$ cat config.mk
export PLATFORM = sky130hd
export DESIGN_NAME = mm_batch_sequencer
export DESIGN_NICKNAME = d
export VERILOG_FILES = /design/src/rtl/mm_batch_sequencer.sv
export SDC_FILE = /design/constraint.sdc
export NUM_CORES = 1
export LEC_CHECK = 0
export CAP_MARGIN = 40
export CORE_MARGIN = 2
export CORE_UTILIZATION = 40
export CTS_CLUSTER_DIAMETER = 150
export DETAILED_ROUTE_END_ITERATION = 10
export PLACE_DENSITY = 0.76
export SLEW_MARGIN = 5
export SYNTH_ARGS = -nofsm -noshare
export SYNTH_HDL_FRONTEND = slang
export SYNTH_SLANG_ARGS = --single-unit
$ cat constraint.sdc
create_clock -name clk -period 10.9 [get_ports clk]
set_input_delay 1.09 -clock clk [delete_from_list [all_inputs] [get_ports clk]]
set_output_delay 1.09 -clock clk [all_outputs]
set_load 0.02 [all_outputs]
$ cat src/rtl/mm_batch_sequencer.sv
// rtl/mm_batch_sequencer.sv - sequences a matrix multiplier over a batch of B vectors
// Each job: hold mm_reset, pulse mm_enable, wait for busy then ready, advance addresses.
module mm_batch_sequencer #(
   parameter int B_STRIDE   = 512,
   parameter int X_STRIDE   = 512,
   parameter int CLR_CYCLES = 2
) (
   input  logic        clk,
   input  logic        reset,
   input  logic        start,
   input  logic        abort,
   input  logic [7:0]  num_jobs,
   input  logic [21:0] flash_base,
   input  logic [17:0] b_base,
   input  logic [17:0] x_base,
   input  logic [23:0] timeout_limit,
   output logic        mm_reset,
   output logic        mm_enable,
   output logic [21:0] mm_flashStartAddr,
   output logic [17:0] mm_sramStartAddr,
   output logic [17:0] mm_sramStoreAddr,
   input  logic        mm_busy,
   input  logic        mm_ready,
   output logic        busy,
   output logic        done,
   output logic        error,
   output logic [7:0]  jobs_done
);
   typedef enum logic [2:0] {
      IDLE, CLEAR, LAUNCH, WAIT_ACK, WAIT_READY, NEXT, DONE, FAULT
   } state_t;

   localparam logic [17:0] B_STEP   = 18'(B_STRIDE);
   localparam logic [17:0] X_STEP   = 18'(X_STRIDE);
   localparam logic [7:0]  CLR_LOAD = 8'(CLR_CYCLES - 1);

   state_t      r_state;
   logic [7:0]  r_clr_cnt;
   logic [7:0]  r_num_jobs;
   logic [23:0] r_timeout_limit;
   logic [23:0] r_wait_cnt;
   logic [23:0] w_wait_inc;
   logic        w_timeout;
   logic        w_abort;
   logic [7:0]  w_jobs_inc;

   assign w_wait_inc = (r_wait_cnt == 24'hFFFFFF) ? r_wait_cnt : r_wait_cnt + 24'd1;
   assign w_timeout  = (r_timeout_limit != 24'd0) && (w_wait_inc == r_timeout_limit);
   assign w_abort    = abort && (r_state inside {CLEAR, LAUNCH, WAIT_ACK, WAIT_READY, NEXT});
   assign w_jobs_inc = jobs_done + 8'd1;

   always_ff @(posedge clk) begin
      if (reset) begin
         r_state           <= IDLE;
         r_clr_cnt         <= CLR_LOAD;
         r_num_jobs        <= 8'd0;
         r_timeout_limit   <= 24'd0;
         r_wait_cnt        <= 24'd0;
         mm_reset          <= 1'b1;
         mm_enable         <= 1'b0;
         mm_flashStartAddr <= 22'd0;
         mm_sramStartAddr  <= 18'd0;
         mm_sramStoreAddr  <= 18'd0;
         busy              <= 1'b0;
         done              <= 1'b0;
         error             <= 1'b0;
         jobs_done         <= 8'd0;
      end else begin
         done <= 1'b0;
         if (w_abort) begin
            // A job that already saw ready still counts as completed.
            mm_enable <= 1'b0;
            mm_reset  <= 1'b1;
            r_clr_cnt <= CLR_LOAD;
            busy      <= 1'b0;
            r_state   <= IDLE;
            if (r_state == NEXT) jobs_done <= w_jobs_inc;
         end else begin
            case (r_state)
               IDLE: begin
                  mm_reset <= (r_clr_cnt != 8'd0);
                  if (r_clr_cnt != 8'd0) r_clr_cnt <= r_clr_cnt - 8'd1;
                  if (start) begin
                     error     <= 1'b0;
                     jobs_done <= 8'd0;
                     if (num_jobs == 8'd0) begin
                        done <= 1'b1;
                     end else begin
                        r_num_jobs        <= num_jobs;
                        r_timeout_limit   <= timeout_limit;
                        mm_flashStartAddr <= flash_base;
                        mm_sramStartAddr  <= b_base;
                        mm_sramStoreAddr  <= x_base;
                        busy              <= 1'b1;
                        mm_reset          <= 1'b1;
                        r_clr_cnt         <= CLR_LOAD;
                        r_state           <= CLEAR;
                     end
                  end
               end
               CLEAR: begin
                  if (r_clr_cnt == 8'd0) begin
                     mm_reset  <= 1'b0;
                     mm_enable <= 1'b1;
                     r_state   <= LAUNCH;
                  end else begin
                     r_clr_cnt <= r_clr_cnt - 8'd1;
                  end
               end
               LAUNCH: begin
                  mm_enable  <= 1'b0;
                  r_wait_cnt <= 24'd0;
                  r_state    <= WAIT_ACK;
               end
               // Timeout is checked before busy so it cannot be skipped on the handoff cycle.
               WAIT_ACK, WAIT_READY: begin
                  r_wait_cnt <= w_wait_inc;
                  if (r_state == WAIT_READY && mm_ready) begin
                     r_state <= NEXT;
                  end else if (w_timeout) begin
                     error     <= 1'b1;
                     mm_reset  <= 1'b1;
                     r_clr_cnt <= CLR_LOAD;
                     r_state   <= FAULT;
                  end else if (r_state == WAIT_ACK && mm_busy) begin
                     r_state <= WAIT_READY;
                  end
               end
               NEXT: begin
                  jobs_done <= w_jobs_inc;
                  if (w_jobs_inc == r_num_jobs) begin
                     done    <= 1'b1;
                     busy    <= 1'b0;
                     r_state <= DONE;
                  end else begin
                     mm_sramStartAddr <= mm_sramStartAddr + B_STEP;
                     mm_sramStoreAddr <= mm_sramStoreAddr + X_STEP;
                     mm_reset         <= 1'b1;
                     r_clr_cnt        <= CLR_LOAD;
                     r_state          <= CLEAR;
                  end
               end
               DONE: r_state <= IDLE;
               FAULT: begin
                  if (r_clr_cnt == 8'd0) begin
                     mm_reset <= 1'b0;
                     done     <= 1'b1;
                     busy     <= 1'b0;
                     r_state  <= IDLE;
                  end else begin
                     r_clr_cnt <= r_clr_cnt - 8'd1;
                  end
               end
               default: r_state <= IDLE;
            endcase
         end
      end
   end
endmodule
======== Word level (Yosys, flattened, before mapping) ========
Index checks and enable logic that the tools add are counted.
word-level totals
  register bits after elaboration ......... 138
  latch bits .............................. 0
  memory bits (writable) .................. 0
  bits in read-only memories .............. 0
  bits of input ports ..................... 96
  output and inout port bits .............. 71
  word-level logic and storage cells ...... 124
  memories kept ........................... 0
operators by class
  $add $sub $neg .......................... 5
  multipliers ............................. 0
  divide/modulo/power cells ............... 0
  $lt $le $gt $ge ......................... 0
  equality and inequality tests ........... 23
  shift-type cells ........................ 0
  mux-type cells .......................... 51
  bitwise logic cells ..................... 2
  reductions and logical operators ........ 29
operators by type and width
  kind                                             count
  two-way mux 18 bit                               6
  two-way mux 8 bit                                10
  one-hot mux 18 bit (2 select lines)              2
  one-hot mux 24 bit (2 select lines)              1
  adder 18 x 10 -> 18 bit (second input constant)  2
  one-hot mux 8 bit (4 select lines)               1
  AND reduction 5 bit                              6
  adder 24 x 1 -> 24 bit (second input constant)   1
  == test 24 bit                                   1
  == test 24 bit (second input constant)           1
  two-way mux 24 bit                               1
  two-way mux 3 bit                                8
  nonzero test 24 bit                              1
  one-hot mux 3 bit (7 select lines)               1
  logical NOT 8 bit                                2
  one-hot mux 8 bit (2 select lines)               1
  two-way mux 1 bit                                15
  != test 2 bit (second input constant)            7
  == test 3 bit (second input constant)            4
  adder 8 x 1 -> 8 bit (second input constant)     1
  == test 8 bit                                    1
  != test 2 x 1 -> 1 bit (second input constant)   4
  nonzero test 2 bit                               4
  nonzero test 8 bit                               1
  18 further kinds                                 28

======== Logic depth before layout (Yosys ltp) ========
  depth in word-level cells ............... 7
  depth in mapped cells ................... 14
  gate-level depth less buffers ........... 11

======== Least setup slack after synthesis ========
No wires, ideal clock.
  kind .................................... register to register
  start ................................... reg r_wait_cnt[0]
  end ..................................... reg r_state[1]
  setup time .............................. 0.070 ns
  data arrival time ....................... 4.186 ns
  data required time ...................... 10.830 ns
  path slack .............................. 6.643 ns
  cell stages (with the launch flop) ...... 14
  path buffers ............................ 2
  clock period less this slack ............ 4.257 ns
  path through ............................ dfxtp_1 > ha_1 > nand3_2 > or3_1 > buf_2 > nor3_2 > a31oi_1 > or4_1 > or4b_1 > or4_1 > clkbuf_1 > a221o_1 > a2111o_1 > a21oi_1
on the way
  cells in the longest elaborated chain, start to end .. 7
  elaborated cells on any way between the ends .. 10
  those cells by class .................... 1 x add/sub; 3 x eq/ne; 4 x mux; 2 x reduce/logical
ends and longest elaborated chain
  what                                                             line  RTL
  from (decl)                                                      41    logic [23:0] r_wait_cnt;
  from (signal assigned)                                           117   r_wait_cnt <= w_wait_inc;
  adder 24 x 1 -> 24 bit / == test 24 bit (equally long branches)  47    assign w_wait_inc = (r_wait_cnt == 24'hFFFFFF) ? r_wait_cnt : r_wait_cnt + 24'd1;
  two-way mux 24 bit (*)                                           47
  == test 24 bit (*)                                               48    assign w_timeout = (r_timeout_limit != 24'd0) && (w_wait_inc == r_timeout_limit);
  logical AND 1 bit (*)                                            48
  two-way mux 3 bit                                                120   end else if (w_timeout) begin
  two-way mux 3 bit                                                118   if (r_state == WAIT_READY && mm_ready) begin
  one-hot mux 3 bit (7 select lines)                               79    case (r_state)
  to (signal assigned)                                             54    r_state <= IDLE;
  to (signal assigned)                                             119   r_state <= NEXT;
  to (signal assigned)                                             124   r_state <= FAULT;
  to (decl)                                                        37    state_t r_state;
Mark *: on every way between the ends. The rest lies on a longest branch, timed or not.
A chain may end at the register's enable or synchronous reset.

======== Worst setup path in the final report ========
Same ends and word-level chain as after synthesis.

==> impl_metrics.csv <==
group,metric,value,unit
worst_setup_path,worstPathArrival,5.35,ns
detailed_routing,wl,22.68,mm
logic_synthesis,ys_seq_area_frac,0.3632,
detailed_routing,avgRoutedWirePerCell,16.35,um
clocking,numCtsBuffers,17,
global_routing,grt_use_total,0.2250,
worst_setup_path,critPathKind,"reg2reg",
timing,fmax,199.9,MHz
place,numPortBuffers,166,
logic_synthesis,yosys.area.top_type_share,0.3632,
final_layout,postLayoutCellArea,9935,um2
worst_setup_path,required,11.25,ns
die,core.rowCount,50,
worst_setup_path,crit_path_end_kind,"flip-flop",
hold_path,hold_class,"reg2reg",
timing,setup-tns-final,0,ns
place,hpwl,15.95,mm
logic_synthesis,yosys_warnings,0,
logic_synthesis,synth-edff-count,0,
flow_run,drv_cap,0,
place,place_area,9359,um2
clocking,clk_pin_slew_worst_paths,0.06,ns
logic_synthesis,synthArstFlopShare,0,
detailed_routing,num_vias,7851,
worst_setup_path,start_kind,"flip-flop",
global_routing,grt-ovfl-total,0,
worst_setup_path,r2r-end,"r_state[1]",
final_layout,syn_to_final_growth,30.61,%
worst_setup_path,r2r_start,"r_wait_cnt[0]",
die,floorplan.initialDensity,0.4066,
final_layout,diodes,0,
worst_setup_path,rr_worst_depth,11,
final_layout,final_util,0.5311,
die,dieArea,20130,um2
final_layout,layout_commonest_cell,"nand2_1",
die,coreArea,18710,um2
timing,tightest_slew,0.9495,ns
global_routing,grt_pass1_wl,36.98,mm
global_routing,antenna_found_initial,0,
logic_synthesis,synth_cell_type_count,72,
detailed_routing,dr.pass1.iters,5,
worst_setup_path,cp_max_fo,10,
clocking,cts_resized,0,
clocking,worstSkewPairLatency,0.42,ns
hold_path,min_from,"mm_sramStartAddr[8]",
clocking,cts-htree-levels,4,
clocking,cts_buffer_depth,2,
detailed_routing,drc_errors,0,
place,gp_congestion,0.9397,
hold_path,hold_path_depth,2,
global_routing,grt_start_max_net_pins,74,
die,num_io_pins,167,
logic_synthesis,synthFlopType,"dfxtp_1",
logic_synthesis,ys_ff_latch,138,
timing,setup_viol,0,
timing,maxSlewHeadroom,0.3618,
status,status,"completed",
detailed_routing,vias_per_cell,5.660,
worst_setup_path,crit_path_start,"r_wait_cnt[0]",
worst_setup_path,rrSetupSlack,5.90,ns
clocking,post_cts_buffers,0,
pwr,powerDensity,172.3,nW/um2
final_layout,mostFrequentLayoutCells,"217 x nand2_1, 165 x clkdlybuf4s50_1, 138 x dfxtp_1, 114 x a21oi_1, 85 x nor2_1",
logic_synthesis,syn-cell-area,7606,um2
timing,post-route-period-util,0.4589,
clocking,cts-root-buf,"clkbuf_16",
global_routing,grt_pass1_vias,7462,
clocking,cts_tree,"done",
pwr,worst_ir_drop_vdd,109.4,uV
final_layout,drive_gt1_frac,0.05551,
pwr,p_leak,3.591,nW
logic_synthesis,synthTopCellsByArea,"dfxtp_1 36%, nand2_1 11%, a21oi_1 7.6%",
detailed_routing,drtIter0Drc,709,
logic_synthesis,syn_inst,1021,
logic_synthesis,syn_nets,1123,
timing,rsz0062_at_grt,"no",
clocking,cts_hold_buf,0,
timing,finalMaxSlewViolations,0,
clocking,cts.sinks,138,
timing,min_period,5.002,ns
logic_synthesis,synth_top_cell_by_area,"dfxtp_1",
die,die_w,141.9,um
timing,fin_skew,0.01074,ns
die,fp.dieH,141.9,um
hold_path,holdPathEnd,"mm_sramStartAddr[8]",
detailed_routing,ant_nets,0,
timing,hold_viol,0,
final_layout,layout.nets,1243,
logic_synthesis,synth.avg_cell_area,7.450,um2
-- critical path: stages (launching register included) --
cell       delay, ns
dfxtp_1         0.44
ha_1            0.33
nand3_2         0.22
nor4_2          0.87
nand2_1         0.40
a211oi_1        0.41
o2111ai_1       0.16
or4b_1          0.55
or4_1           0.67
a221o_1         0.40
a2111o_1        0.36
a21oi_1         0.12
-- how the worst max path moves through the flow --
stage,to,slack (ns),cells past startpoint
floorplan,r_state[1],6.64,13
finish,r_state[1],5.90,11
detailed placement,r_state[1],6.02,11
global placement,r_clr_cnt[6],6.11,11
CTS,r_state[1],5.94,11
global route,r_state[1],5.56,11
-- synth_stat cells (3+ instances only) --
| library cell | count |
|---|---|
| nand2_1 | 218 |
| dfxtp_1 | 138 |
| a21oi_1 | 116 |
| nor2_1 | 86 |
| clkbuf_1 | 60 |
| o21ai_0 | 54 |
| nand3_1 | 26 |
| xnor2_1 | 22 |
| nor3_1 | 21 |
| a22oi_1 | 20 |
| nor4_1 | 19 |
| xor2_1 | 18 |
| and3_1 | 17 |
| a311oi_1 | 16 |
| a31oi_1 | 13 |
| buf_2 | 12 |
| o31ai_1 | 11 |
| inv_1 | 10 |
| nand4_1 | 9 |
| nand3b_1 | 7 |
| or3_1 | 7 |
| a221o_1 | 6 |
| ha_1 | 6 |
| mux2i_1 | 6 |
| or4_1 | 6 |
| a21o_1 | 5 |
| and4_1 | 5 |
| nand4b_1 | 5 |
| nor2b_1 | 5 |
| o2111ai_1 | 5 |
| a22o_1 | 4 |
| a31o_2 | 4 |
| buf_1 | 4 |
| nand2b_1 | 4 |
| a211oi_1 | 3 |
| nor3b_1 | 3 |
| o211ai_1 | 3 |
-- cell families after synthesis --
family,count (synthesis),synth area share
AOI/OAI and AO/OA,286,0.2382
xor gates and xnor gates,42,0.05198
adders and majority gates,6,0.009870
buffers and inverters,87,0.04540
DFF,138,0.3632
muxes,9,0.01234
and+or+nand+nor,453,0.2790
-- routing by layer --
| layer | vias to the layer above | global-route usage | part of all wire |
|---|---|---|---|
| met5 | - | 0 | 0 |
| met4 | 0 | 0.07947 | 0.022 |
| met3 | 30 | 0.05872 | 0.058 |
| met2 | 239 | 0.3712 | 0.48 |
| met1 | 3683 | 0.2850 | 0.44 |
| li1 | 3899 | - | - |
-- flip-flops by register name, summed over array words and instances, names as in the netlist --
signal             cells
mm_sramStoreAddr      18
error                  1
r_state                3
r_wait_cnt            24
r_num_jobs             8
mm_flashStartAddr     22
mm_reset               1
r_timeout_limit       24
r_clr_cnt              8
jobs_done              8
mm_sramStartAddr      18
done                   1
busy                   1
mm_enable              1
-- per-stage QoR --
step                 power, W  std cells  hold WS (ns)  worst slack (ns)
floorplan           0.0009582       1021        0.4478             6.643
global placement     0.001147       1354        0.4407             6.108
detailed placement   0.001155       1356        0.4457             6.023
CTS                  0.001722       1387        0.4542             5.938
global route         0.001807       1387        0.4714             5.555
finish               0.001712       1387        0.4510             5.898
-- power by group --
group / total, W / internal [W] / switching [W]
Combinational: 0.000508 / 0.000222 / 0.000286
Clock: 0.000565 / 0.000334 / 0.000231
Sequential: 0.000639 / 0.000572 / 0.0000670
Total: 0.00171 / 0.00113 / 0.000584
-- layout make-up --
type	count	area [um2]
sequential	138	2763
tap	234	292.8
clock buffer	20	466.7
fill	1761	8771
multi-input combinational	796	4516
timing repair buffer	178	1750
clock inverter	11	108.9
inverter	10	37.54
(Power assumes the default switching activity.)
